==> src/rtl/rpc_echo_app_pkg.sv <==
// Shared types for the RPC echo engine: request header layout, FSM states, header size.
// Used by rpc_echo_app_engine and rpc_echo_app_pattern_gen.
package rpc_echo_app_pkg;

    localparam int HDR_BYTES = 32;

    typedef enum logic [2:0] {
        ST_IDLE,
        ST_PTR_RD,
        ST_CHECK,
        ST_HDR_REQ,
        ST_HDR_WAIT,
        ST_WR_DATA,
        ST_PTR_WR,
        ST_REQUEUE
    } state_e;

    // Header occupies the top HDR_BYTES of the read beat, rd_len in the most significant bits.
    typedef struct packed {
        logic [15:0]              rd_len;
        logic [15:0]              wr_len;
        logic [HDR_BYTES*8-33:0]  padding;
    } req_hdr_struct;

endpackage

==> src/rtl/rpc_echo_app_pattern_gen.sv <==
// Fill-pattern beat generator: byte k of the stream is 'a' + (k mod 26), byte 0 at the MSB.
// Only the running byte offset modulo 26 is kept, since that alone decides every byte.
module rpc_echo_app_pattern_gen #(
    parameter int DATA_W = 256
) (
    input  logic              clk,
    input  logic              rst,
    input  logic              load_i,
    input  logic              advance_i,
    output logic [DATA_W-1:0] beat_o
);
    import rpc_echo_app_pkg::*;

    localparam int DATA_BYTES = DATA_W / 8;
    localparam int STEP       = DATA_BYTES % 26;

    logic [4:0] base_q, base_d;
    logic [5:0] base_nxt;

    assign base_nxt = {1'b0, base_q} + 6'(STEP);

    always_comb begin
        base_d = base_q;
        if (load_i)
            base_d = 5'd0;
        else if (advance_i)
            base_d = (base_nxt >= 6'd26) ? 5'(base_nxt - 6'd26) : 5'(base_nxt);
    end

    always_ff @(posedge clk) begin
        if (rst)
            base_q <= 5'd0;
        else
            base_q <= base_d;
    end

    for (genvar i = 0; i < DATA_BYTES; i++) begin : g_byte
        logic [5:0] sum;
        assign sum = {1'b0, base_q} + 6'(i % 26);
        assign beat_o[DATA_W-1-8*i -: 8] =
            8'h61 + ((sum >= 6'd26) ? 8'(sum - 6'd26) : 8'(sum));
    end

endmodule

==> src/rtl/rpc_echo_app_engine.sv <==
// Per-flow RPC echo engine: reads flow pointers, consumes one request header, writes a fill-pattern response.
// Option RPC_ECHO_APP_ECHO_HDR_EN: beat 0 of the response carries the received header verbatim.
module rpc_echo_app_engine #(
    parameter int FLOW_ID_W      = 10,
    parameter int TX_PTR_W       = 14,
    parameter int RX_PTR_W       = 14,
    parameter int DATA_W         = 256,
    parameter int MAX_RESP_BYTES = 1024
) (
    input  logic                                   clk,
    input  logic                                   rst,
    input  logic                                   flow_val,
    input  logic [FLOW_ID_W-1:0]                   flow_flowid,
    output logic                                   flow_rdy,
    output logic [FLOW_ID_W-1:0]                   curr_flowid,
    output logic                                   requeue_val,
    input  logic                                   requeue_rdy,
    output logic                                   ptr_rd_val,
    input  logic [2*(TX_PTR_W+1)+2*(RX_PTR_W+1)-1:0] ptr_rd_resp,
    output logic                                   ptr_wr_val,
    output logic [TX_PTR_W+RX_PTR_W+1:0]           ptr_wr_data,
    output logic                                   rd_req_val,
    input  logic                                   rd_req_rdy,
    output logic [RX_PTR_W:0]                      rd_req_offset,
    input  logic                                   rd_resp_val,
    input  logic [DATA_W-1:0]                      rd_resp_data,
    output logic                                   wr_val,
    input  logic                                   wr_rdy,
    output logic [TX_PTR_W:0]                      wr_ptr,
    output logic [15:0]                            wr_size,
    output logic [DATA_W-1:0]                      wr_data,
    output logic                                   wr_last,
    output logic [$clog2(DATA_W/8)-1:0]            wr_padbytes
);
    import rpc_echo_app_pkg::*;

    localparam int DATA_BYTES = DATA_W / 8;
    localparam int PAD_W      = $clog2(DATA_BYTES);
    localparam int TXP        = TX_PTR_W + 1;
    localparam int RXP        = RX_PTR_W + 1;
    localparam logic [TXP:0] TX_CAP = (TXP+1)'(1) << TX_PTR_W;

    state_e                 state_q, state_d;
    logic [FLOW_ID_W-1:0]   flowid_q;
    logic                   rd_pend_q;
    logic [TXP-1:0]         tx_head_q, tx_tail_q;
    logic [RXP-1:0]         rx_head_q, rx_commit_q;
    logic [15:0]            resp_bytes_q, bytes_left_q;
    logic                   first_beat_q;

    req_hdr_struct          hdr_in;
    logic [15:0]            resp_in;
    logic [RXP-1:0]         rx_used;
    logic [TXP-1:0]         tx_used;
    logic [TXP:0]           tx_left;
    logic                   last_beat;
    logic [15:0]            neg_resp;
    logic                   pat_load, pat_adv;
    logic [DATA_W-1:0]      pat_beat;
    logic                   unused_hdr;

    assign hdr_in     = req_hdr_struct'(rd_resp_data[DATA_W-1 -: HDR_BYTES*8]);
    assign resp_in    = (32'(hdr_in.wr_len) > MAX_RESP_BYTES) ? 16'(MAX_RESP_BYTES) : hdr_in.wr_len;
    assign rx_used    = rx_commit_q - rx_head_q;
    assign tx_used    = tx_tail_q - tx_head_q;
    assign tx_left    = TX_CAP - {1'b0, tx_used};
    assign last_beat  = 32'(bytes_left_q) <= DATA_BYTES;
    assign neg_resp   = 16'd0 - resp_bytes_q;
    assign unused_hdr = ^{hdr_in.rd_len, hdr_in.padding, rd_resp_data};

    assign pat_load = (state_q == ST_HDR_WAIT) && rd_resp_val;
    assign pat_adv  = (state_q == ST_WR_DATA) && wr_rdy;

    rpc_echo_app_pattern_gen #(.DATA_W(DATA_W)) u_pattern (
        .clk       (clk),
        .rst       (rst),
        .load_i    (pat_load),
        .advance_i (pat_adv),
        .beat_o    (pat_beat)
    );

`ifdef RPC_ECHO_APP_ECHO_HDR_EN
    logic [DATA_W-1:0] hdr_q;
    logic [DATA_W-1:0] beat_data;
    assign beat_data = first_beat_q ? hdr_q : pat_beat;
`else
    logic [DATA_W-1:0] beat_data;
    logic              unused_first;
    assign beat_data    = pat_beat;
    assign unused_first = first_beat_q;
`endif

    always_ff @(posedge clk) begin
        if (rst)
            state_q <= ST_IDLE;
        else
            state_q <= state_d;
    end

    always_comb begin
        state_d = state_q;
        case (state_q)
            ST_IDLE:     if (flow_val) state_d = ST_PTR_RD;
            ST_PTR_RD:   if (rd_pend_q) state_d = ST_CHECK;
            ST_CHECK:    state_d = (32'(rx_used) >= HDR_BYTES) ? ST_HDR_REQ : ST_REQUEUE;
            ST_HDR_REQ:  if (rd_req_rdy) state_d = ST_HDR_WAIT;
            ST_HDR_WAIT: begin
                if (rd_resp_val) begin
                    if (resp_in == 16'd0)
                        state_d = ST_PTR_WR;
                    else if (32'(tx_left) < 32'(resp_in))
                        state_d = ST_REQUEUE;
                    else
                        state_d = ST_WR_DATA;
                end
            end
            ST_WR_DATA:  if (wr_rdy && last_beat) state_d = ST_PTR_WR;
            ST_PTR_WR:   state_d = ST_REQUEUE;
            ST_REQUEUE:  if (requeue_rdy) state_d = ST_IDLE;
            default:     state_d = ST_IDLE;
        endcase
    end

    always_comb begin
        flow_rdy      = (state_q == ST_IDLE);
        ptr_rd_val    = (state_q == ST_PTR_RD) && !rd_pend_q;
        rd_req_val    = (state_q == ST_HDR_REQ);
        wr_val        = (state_q == ST_WR_DATA);
        ptr_wr_val    = (state_q == ST_PTR_WR);
        requeue_val   = (state_q == ST_REQUEUE);
        curr_flowid   = flowid_q;
        rd_req_offset = rx_head_q;
        wr_ptr        = tx_tail_q;
        wr_size       = resp_bytes_q;
        wr_data       = beat_data;
        wr_last       = last_beat;
        wr_padbytes   = last_beat ? neg_resp[PAD_W-1:0] : '0;
        ptr_wr_data   = {TXP'(32'(tx_tail_q) + 32'(resp_bytes_q)),
                         RXP'(32'(rx_head_q) + HDR_BYTES)};
    end

    // The pointer response arrives the cycle after the strobe; rd_pend_q marks that cycle.
    always_ff @(posedge clk) begin
        if (rst) begin
            flowid_q     <= '0;
            rd_pend_q    <= 1'b0;
            tx_head_q    <= '0;
            tx_tail_q    <= '0;
            rx_head_q    <= '0;
            rx_commit_q  <= '0;
            resp_bytes_q <= '0;
            bytes_left_q <= '0;
            first_beat_q <= 1'b0;
`ifdef RPC_ECHO_APP_ECHO_HDR_EN
            hdr_q        <= '0;
`endif
        end else begin
            case (state_q)
                ST_IDLE: if (flow_val) flowid_q <= flow_flowid;
                ST_PTR_RD: begin
                    rd_pend_q <= !rd_pend_q;
                    if (rd_pend_q) begin
                        tx_head_q   <= ptr_rd_resp[2*RXP+2*TXP-1 -: TXP];
                        tx_tail_q   <= ptr_rd_resp[2*RXP+TXP-1 -: TXP];
                        rx_head_q   <= ptr_rd_resp[2*RXP-1 -: RXP];
                        rx_commit_q <= ptr_rd_resp[RXP-1:0];
                    end
                end
                ST_HDR_WAIT: begin
                    if (rd_resp_val) begin
                        resp_bytes_q <= resp_in;
                        bytes_left_q <= resp_in;
                        first_beat_q <= 1'b1;
`ifdef RPC_ECHO_APP_ECHO_HDR_EN
                        hdr_q        <= rd_resp_data;
`endif
                    end
                end
                ST_WR_DATA: begin
                    if (wr_rdy) begin
                        bytes_left_q <= bytes_left_q - 16'(DATA_BYTES);
                        first_beat_q <= 1'b0;
                    end
                end
                default: ;
            endcase
        end
    end

endmodule

==> config.mk <==
export PLATFORM = sky130hd
export DESIGN_NAME = rpc_echo_app_engine
export DESIGN_NICKNAME = d
export VERILOG_FILES = /design/src/rtl/rpc_echo_app_pkg.sv /design/src/rtl/rpc_echo_app_pattern_gen.sv /design/src/rtl/rpc_echo_app_engine.sv
export SDC_FILE = /design/constraint.sdc
export NUM_CORES = 1
export LEC_CHECK = 0
export ABC_AREA = 1
export CAP_MARGIN = 20
export CORE_AREA = 10 10 260 262
export CTS_CLUSTER_DIAMETER = 150
export DETAILED_ROUTE_END_ITERATION = 12
export DIE_AREA = 0 0 270 272
export DONT_BUFFER_PORTS = 1
export PLACE_DENSITY = 0.35
export SYNTH_ARGS = -nofsm -noshare
export SYNTH_HDL_FRONTEND = slang
export SYNTH_HIERARCHICAL = 1
export SYNTH_SLANG_ARGS = --single-unit
==> constraint.sdc <==
create_clock -name clk -period 4.3 [get_ports clk]
set_input_delay 0.86 -clock clk [delete_from_list [all_inputs] [get_ports clk]]
set_output_delay 0.86 -clock clk [all_outputs]
set_load 0.005 [all_outputs]
==> results of run 1 <==
cell usage after synthesis (all sizes together):
cell type and n:
nand2 337, inv 254, nor2 216, o21ai 166, a21oi 138, ha 114
dfxtp 110, xor2 97, buf 94, nand3 89, clkbuf 32, nor3 28
xnor2 24, a31oi 11, nand4 10, o21bai 9, a21o 7, or2 7
o31ai 6, a211oi 4, o22ai 4, a21boi 3, conb 3, nor4 3
fa 2, o21a 2, o41ai 2, a31o 1, and2 1, nand3b 1
o211a 1, o211ai 1, o221a 1, o221ai 1, o32ai 1, or3b 1
registers in the layout, indices dropped and copies added, names as in the netlist:
| name | cells |
|---|---|
| rd_req_offset | 15 |
| bytes_left_q | 16 |
| curr_flowid | 10 |
| rd_pend_q | 1 |
| wr_ptr | 15 |
| u_pattern/base_q | 4 |
| tx_head_q | 15 |
| wr_size | 16 |
| state_q | 3 |
| rx_commit_q | 15 |
per-layer routing:
metal | global-route usage [%] | vias up | share of wire (%)
met1 | 15.66 | 5143 | 45
met2 | 21.32 | 346 | 46
li1 | - | 5579 | -
met3 | 4.758 | 32 | 8.9
met5 | 0 | - | 0.069
met4 | 2.247 | 4 | 1.0
power breakdown:
group          switching (W)  internal [W]
sequential          0.000110       0.00112
clock               0.000454      0.000456
combinational        0.00208       0.00120
total                0.00264       0.00278
timing repair:
action                                  CTS  global route
gates resized for setup                   0             3
hold buffers                              0             0
endpoints found under the setup margin    0             6
buffers inserted                          0             0
final cells by class:
class	instances	area, um^2	area share (%)
clock buffer	11	232.7	1.811
clock inverter	5	60.06	0.4673
inverter	254	953.4	7.418
multi-input combinational	1329	7771	60.47
sequential	110	2203	17.14
tap	846	1059	8.236
timing repair buffer	73	573.1	4.459
cells by family after synthesis:
kind of cell	synth area share (%)
AO/OA/AOI/OAI	17.84
XOR/XNOR	9.860
adder cells (fa/ha/maj)	12.66
buffers and inverters	15.30
flip-flops	19.01
other	0.09719
AND/OR/NAND/NOR	25.24
through the flow:
step           worst slack [ns]  power [W]  hold slack (ns)  utilization [%]
2_1_floorplan            0.6232   0.003738           0.4331                -
3_3_place_gp             0.3380   0.004570           0.4430            20.08
3_5_place_dp             0.3514   0.004592           0.4514            20.08
4_1_cts                  0.1717   0.005544           0.4640            20.54
5_1_grt                0.003110   0.006092           0.4796            20.56
6_report                 0.3559   0.005418           0.4612            20.56
critical path, cell delays in order, from the launching register on:
cell and delay [ns]:
dfxtp_1 0.32, buf_4 0.19, ha_1 0.28, inv_1 0.07
nor2_1 0.05, inv_1 0.10, ha_1 0.28, inv_1 0.11
a31oi_1 0.54, inv_1 0.13, a21oi_1 0.31, ha_1 0.30
final timing paths:
| path | end | cells past startpoint | slack [ns] | from |
|---|---|---|---|---|
| max | wr_data[126] | 11 | 0.36 | u_pattern/base_q[3]$_SDFFE_PP0P_ |
| min reg2reg | tx_head_q[4]$_SDFFE_PP0P_ | 2 | 0.46 | tx_head_q[4]$_SDFFE_PP0P_ |
| min | tx_head_q[4]$_SDFFE_PP0P_ | 2 | 0.46 | tx_head_q[4]$_SDFFE_PP0P_ |
| max reg2reg | state_q[1]$_SDFFE_PP0P_ | 24 | 0.45 | wr_ptr[0]$_SDFFE_PP0P_ |
==> reports/metrics.sh, run 1 <==
HOLD_PATH_CLASS='flip-flop to flip-flop'
CORE-AREA_MM2=0.06250
FINALHOLDVIOLCOUNT=0
WL_PER_CELL_UM=18.68
GRT_SETUP_UNREPAIRED='no'
CTS.SINKS=110
PERIOD_MINUS_SLACK_NS=3.944
CRITICAL_PATH_REQUIRED_NS=3.44
YOSYSUNIQUECELLTYPES=58
PLACED_CELLS_INCL_TAPS=2612
LEAKAGE_POWER_FIGURE_nW=6.210
ANTENNA_CELLS_INSERTED=0
NFILLCELLS=7243
GRT_PASS1_WL_UM=72590
FINALWIRELENGTH_UM=49100
DIE-AREA_MM2=0.07344
POSTROUTEANTENNANETS=0
INSTANCES_NO_FILL=2628
VIA_COUNT=11104
P_PER_AREA_mW_PER_MM2=421.5
CLK_SLEW_ON_WORST_S_H_PATHS_NS=0.08
DIE_WIDTH_UM=270
FLOORPLAN.IO_PINS=687
CTS_TREE='built'
POST_ROUTE_CELLS_DRIVE_ABOVE_1_SHARE_PCT=10.44
FINAL_NETS=2226
DETAILED_ROUTING_ITERATIONS_PASS_1=7
GRT_OVERFLOW=0
FINAL.SETUP_SKEW_NS=0.01590
DETAILEDROUTE.FIRSTITERATIONVIOLATIONS=487
SYNTH.YOSYS.SEQ_AREA_SHARE_PCT=19.01
DRT_DRC_VIOLATIONS_LEFT=0
AREA_GROWTH_PCT=10.93
NUMBER_OF_BUFFERS_INSERTED_DURING_CLOCK_TREE_SYNTHESIS=9
MOSTFREQUENTLAYOUTCELL='nand2_1'
YOSYSTOPAREACELL='dfxtp_1'
TIMING_WORST_SLEW_PIN_VALUE_NS=0.8245
GRT_USE_TOTAL_PCT=12.80
POST_SYN_INSTANCES=1781
PLACEDINSTANCEAREA_MM2=0.01255
NETLIST_AREA_PRE_PLACE_MM2=0.01159
BUFFER_CELL_DRIVING_THE_CLOCK_TREE_ROOT='clkbuf_16'
WORST_EP_ARRIVAL_TIME_NS=3.08
POSTSYNTHAREAPERCELL_UM2=6.505
TIMING.FMAX_GHz=0.2535
SLEW_VIOL_FINAL=0
TIMING.SETUP.TNS_NS=0
INSERTION_DELAY_NS=0.38
TIMING.MAX_SLEW.REL_SLACK_PCT=44.97
CP_MAX_FO=11
PORT_BUFFERS=0
MAXCAPVIOLATIONS=0
LAYOUT.CELLS.MOST_COMMON_LIST='nand2_1 (324), inv_1 (232), nor2_1 (205), o21ai_0 (135), a21oi_1 (130)'
ROUTED_VIA_DENSITY=4.225
DIE_HEIGHT_UM=272
GPL.FINAL_WEIGHTED_CONGESTION=0.8513
PLACE.DETAILED.HPWL_UM=41000
POST_SYNTH_MAIN_AREA_CONTRIBUTORS='dfxtp_1 (19%), ha_1 (12%), nand2_1 (10%)'
FINALSETUPVIOLCOUNT=0
CTS_BUFFER_DEPTH=2
POST_SYNTH_TOP_AREA_SHARE_PCT=19.01
CRITICAL_PATH_CLASS='flip-flop to output pin'
FINISH.INSTANCE_AREA_MM2=0.01285
ANTENNA_FOUND_INITIAL=2
FLOORPLAN.INITIALDENSITY_PCT=18.54
GRT_MAX_DEGREE=80
YOSYSWARNINGS=6
CORE.ROWCOUNT=92
TIMING.CRITICAL_PATH.FROM_TYPE='flip-flop'
FIN_CRIT_SH_PCT=91.72
VDD_DROP_MAX_V=0.0002940
STATUS='completed'
GRT_PASS1_VIAS=11209
CP-END-KIND='output pin'
SYNTH.FF_LATCH_COUNT=110
MAX_H_TREE_LEVEL=3
Power figures use the tool's default switching activity.
==> run 2, diff against run 1 <==
--- a/config.mk
+++ b/config.mk
@@ -6,13 +6,15 @@
 export NUM_CORES = 1
 export LEC_CHECK = 0
 export ABC_AREA = 1
+export ABC_CLOCK_PERIOD_IN_PS = 4300
 export CAP_MARGIN = 20
-export CORE_AREA = 10 10 260 262
+export CORE_AREA = 2 2 267 269
 export CTS_CLUSTER_DIAMETER = 150
 export DETAILED_ROUTE_END_ITERATION = 12
-export DIE_AREA = 0 0 270 272
+export DIE_AREA = 0 0 269 271
 export DONT_BUFFER_PORTS = 1
-export PLACE_DENSITY = 0.35
+export GPL_TIMING_DRIVEN = 1
+export PLACE_DENSITY = 0.33
 export SYNTH_ARGS = -nofsm -noshare
 export SYNTH_HDL_FRONTEND = slang
 export SYNTH_HIERARCHICAL = 1
==> reports/metrics.sh, run 2 (synthesis gave the netlist of run 1 again) <==
STATUS='completed'
FINALHOLDVIOLCOUNT=0  # unchanged
POST_CTS.REPAIR.SETUP_BUFFERS=0  # unchanged
HOLD_PATH_CLASS='flip-flop to flip-flop'
TIMING.SETUP.TNS_NS=0  # unchanged
FINAL_NETS=2223  # -0.13%
GRT_USE_TOTAL_PCT=12.83  # +0.029 points
P_PER_AREA_mW_PER_MM2=423.3  # +0.42%
TIMING_WORST_SLEW_PIN_VALUE_NS=0.9087  # +0.08427 ns
CRITPATHMOSTFREQUENTCELL='o21ai_1'
DRT_DRC_VIOLATIONS_LEFT=0  # unchanged
SLEW_VIOL_FINAL=0  # unchanged
CELL_WITH_THE_LARGEST_STAGE_DELAY_ON_THE_WORST_PATH='dfxtp_1'
CTS_TREE='built'
NETSWITCHINGFRACTION_PCT=48.97  # +0.23 points
CORE.ROWCOUNT=97  # +5.4%
LEAKAGE_POWER_FIGURE_nW=6.209  # about the same
CTS.SINKS=110  # unchanged
PLACED_CELLS_INCL_TAPS=2703  # +3.5%
FINALWIRELENGTH_UM=47940  # -2.4%
POST_ROUTE_CELLS_DRIVE_ABOVE_1_SHARE_PCT=10.24  # -0.20 points
PRE_CTS_WS_NS=0.4244  # +0.07300 ns
CRITICAL_PATH_REQUIRED_NS=3.44  # about the same
FINALSETUPVIOLCOUNT=0  # unchanged
CTS_BUFFER_DEPTH=2  # unchanged
FIN_CRIT_SH_PCT=93.78  # +2.1 points
GRT_PASS1_VIAS=10697  # -4.6%
CP_MAX_FO=4  # -7
DIE-AREA_MM2=0.07290  # -0.74%
MAXCAPVIOLATIONS=0  # unchanged
MOSTFREQUENTLAYOUTCELL='nand2_1'
ROUTED_VIA_DENSITY=4.049  # -4.2%
WORST_PATH_CELL_TRACE='ha_1 -> inv_1 -> fa_1 -> o21ai_1 -> a21o_1 -> a21oi_1 -> o21ai_1 -> a21boi_0 -> o21ai_1 -> xor2_1'
TIMING.CRITICAL_PATH.FROM_TYPE='flip-flop'
PLACE.DETAILED.HPWL_UM=39520  # -3.6%
CP-END-KIND='output pin'
CLKPWRFRAC_PCT=17.1  # +0.3 points
AREA_GROWTH_PCT=11.79
TIMING.FMAX_GHz=0.2480  # -2.2%
GRT_OVERFLOW=0  # unchanged
INSTANCES_NO_FILL=2718  # +3.4%
GRT_PASS1_WL_UM=69420  # -4.4%
WORST_PATH_LARGEST_CELL_DELAY_NS=0.47  # -0.07 ns
DETAILEDROUTE.FIRSTITERATIONVIOLATIONS=531  # +9.0%
CLK_SLEW_ON_WORST_S_H_PATHS_NS=0.08  # about the same
PERIOD_MINUS_SLACK_NS=4.033  # +0.08855 ns
REGTOREGSETUPSLACK_NS=0.44  # about the same
POST_CTS_HOLD_BUFFER_COUNT=0  # unchanged
TIMING.MAX_SLEW.REL_SLACK_PCT=39.42  # -5.6 points
FINAL.SETUP_SKEW_NS=0.02160  # +0.005703 ns
WORST_R2R_PATH_DEPTH=24  # unchanged
CRITICAL_PATH.N_BUFFERS_INVERTERS=1  # -4
WORST_EP_ARRIVAL_TIME_NS=3.17  # +0.09 ns
FINALPOWER_W=0.005483  # +1.2%
PORT_BUFFERS=0  # unchanged
WL_PER_CELL_UM=17.64  # -5.6%
POSTROUTEANTENNANETS=0  # unchanged
DIE_HEIGHT_UM=271  # -0.37%
P_INT_W=0.002798  # +0.75%
CORE-AREA_MM2=0.06979  # +12%
CRIT_FAMILY='compound AO/OA/AOI/OAI gates'
GRT_SETUP_UNREPAIRED='no'
TOTAL_SWITCHING_POWER_W=0.002685  # +1.7%
CRITICAL_PATH_CLASS='flip-flop to output pin'
NUMBER_OF_BUFFERS_INSERTED_DURING_CLOCK_TREE_SYNTHESIS=9  # unchanged
MAX_H_TREE_LEVEL=3  # unchanged
NFILLCELLS=8039  # +11%
GRT_MAX_DEGREE=91  # +14%
INSERTION_DELAY_NS=0.40  # +0.02 ns
POWER.SHARE.SEQUENTIAL_PCT=22.2  # -0.6 points
DETAILED_ROUTING_ITERATIONS_PASS_1=5  # -2
COMB_POWER_SHARE_PCT=60.7  # +0.3 points
FLOORPLAN.IO_PINS=687  # unchanged
GPL.FINAL_WEIGHTED_CONGESTION=0.8322  # -2.2%
DIE_WIDTH_UM=269  # -0.37%
BUFFER_CELL_DRIVING_THE_CLOCK_TREE_ROOT='clkbuf_16'
FLOORPLAN.INITIALDENSITY_PCT=16.60  # -1.9 points
FINAL_CRITICAL_PATH_SETUP_SLACK_NS=0.2674  # -0.08855 ns
TIMING.HOLD.WS_NS=0.4598  # -0.001481 ns
LAYOUT.CELLS.MOST_COMMON_LIST='nand2_1 (324), inv_1 (232), nor2_1 (205), o21ai_0 (134), a21oi_1 (130)'
TIMING.HOLD.WORST_PATH_DEPTH=2  # unchanged
CP.DEPTH=10  # -1
ANTENNA_FOUND_INITIAL=2  # unchanged
VDD_DROP_MAX_V=0.0002086  # -29%
VIA_COUNT=11005  # -0.89%
## run 2: cell type report
| type | instances | area (um^2) | share of cell area [%] |
|---|---|---|---|
| diodes | 1 | 2.502 | 0.01932 |
| clock inverters | 5 | 67.56 | 0.5216 |
| inverters | 254 | 953.4 | 7.361 |
| multi-input cells | 1329 | 7774 | 60.02 |
| well taps | 940 | 1176 | 9.080 |
| repair buffers | 70 | 550.5 | 4.250 |
| flip-flops and latches | 110 | 2203 | 17.01 |
| clock buffers | 9 | 225.2 | 1.739 |
## run 2: power by group through the flow
stage | Sequential [W] | Combinational, W | Clock [W]
2_1_floorplan | 0.00121 | 0.00253 | 0
3_3_place_gp | 0.00124 | 0.00337 | 0
3_5_place_dp | 0.00124 | 0.00337 | 0
4_1_cts | 0.00122 | 0.00338 | 0.00100
5_1_grt | 0.00123 | 0.00386 | 0.00103
6_report | 0.00122 | 0.00333 | 0.000940
## run 2: path summary, 6_finish.rpt
| kind | end | startpoint |
|---|---|---|
| hold / removal | rx_commit_q[0]$_SDFFE_PP0P_ | rx_commit_q[0]$_SDFFE_PP0P_ |
| hold reg to reg | rx_commit_q[0]$_SDFFE_PP0P_ | rx_commit_q[0]$_SDFFE_PP0P_ |
| setup reg to reg | state_q[1]$_SDFFE_PP0P_ | wr_ptr[0]$_SDFFE_PP0P_ |
| setup / recovery | ptr_wr_data[27] | wr_size[0]$_SDFFE_PP0P_ |
## run 2: per-layer routing
layer,global-route usage [%],share of wire [%],up-vias,wire length [um]
li1,-,-,5593,-
met1,16.06,45,5008,21460
met2,21.05,45,372,21660
met3,4.332,8.5,30,4086
met4,2.953,1.5,2,723
met5,0,0.027,-,13
## run 2: stage by stage
step	utilization (%)	area [um^2]
global route	18.56	12950
detailed placement	18.12	12640
floorplan	-	11730
CTS	18.54	12940
global placement	18.12	12640
finish	18.56	12950
## run 2: what timing repair did
item / in CTS / in global routing
hold endpoints to repair: 0 / 0
setup endpoints to repair: 0 / 17
gates resized for setup: 0 / 4
## run 2: worst register-to-register path, stage by stage (launching register included)
cell	delay [ns]
dfxtp_1	0.35
inv_1	0.11
ha_1	0.25
fa_1	0.38
inv_1	0.15
nand3_1	0.11
nand2_1	0.11
nand2_1	0.05
and2_4	0.15
nor2_2	0.13
inv_2	0.04
or2_1	0.26
nor2_1	0.13
nand4_1	0.11
xor2_1	0.15
inv_1	0.06
ha_1	0.28
a21oi_1	0.17
nor2_1	0.06
a211oi_1	0.20
o221a_2	0.23
nand2_1	0.07
nand2_1	0.06
nand2_1	0.04
a21oi_1	0.11
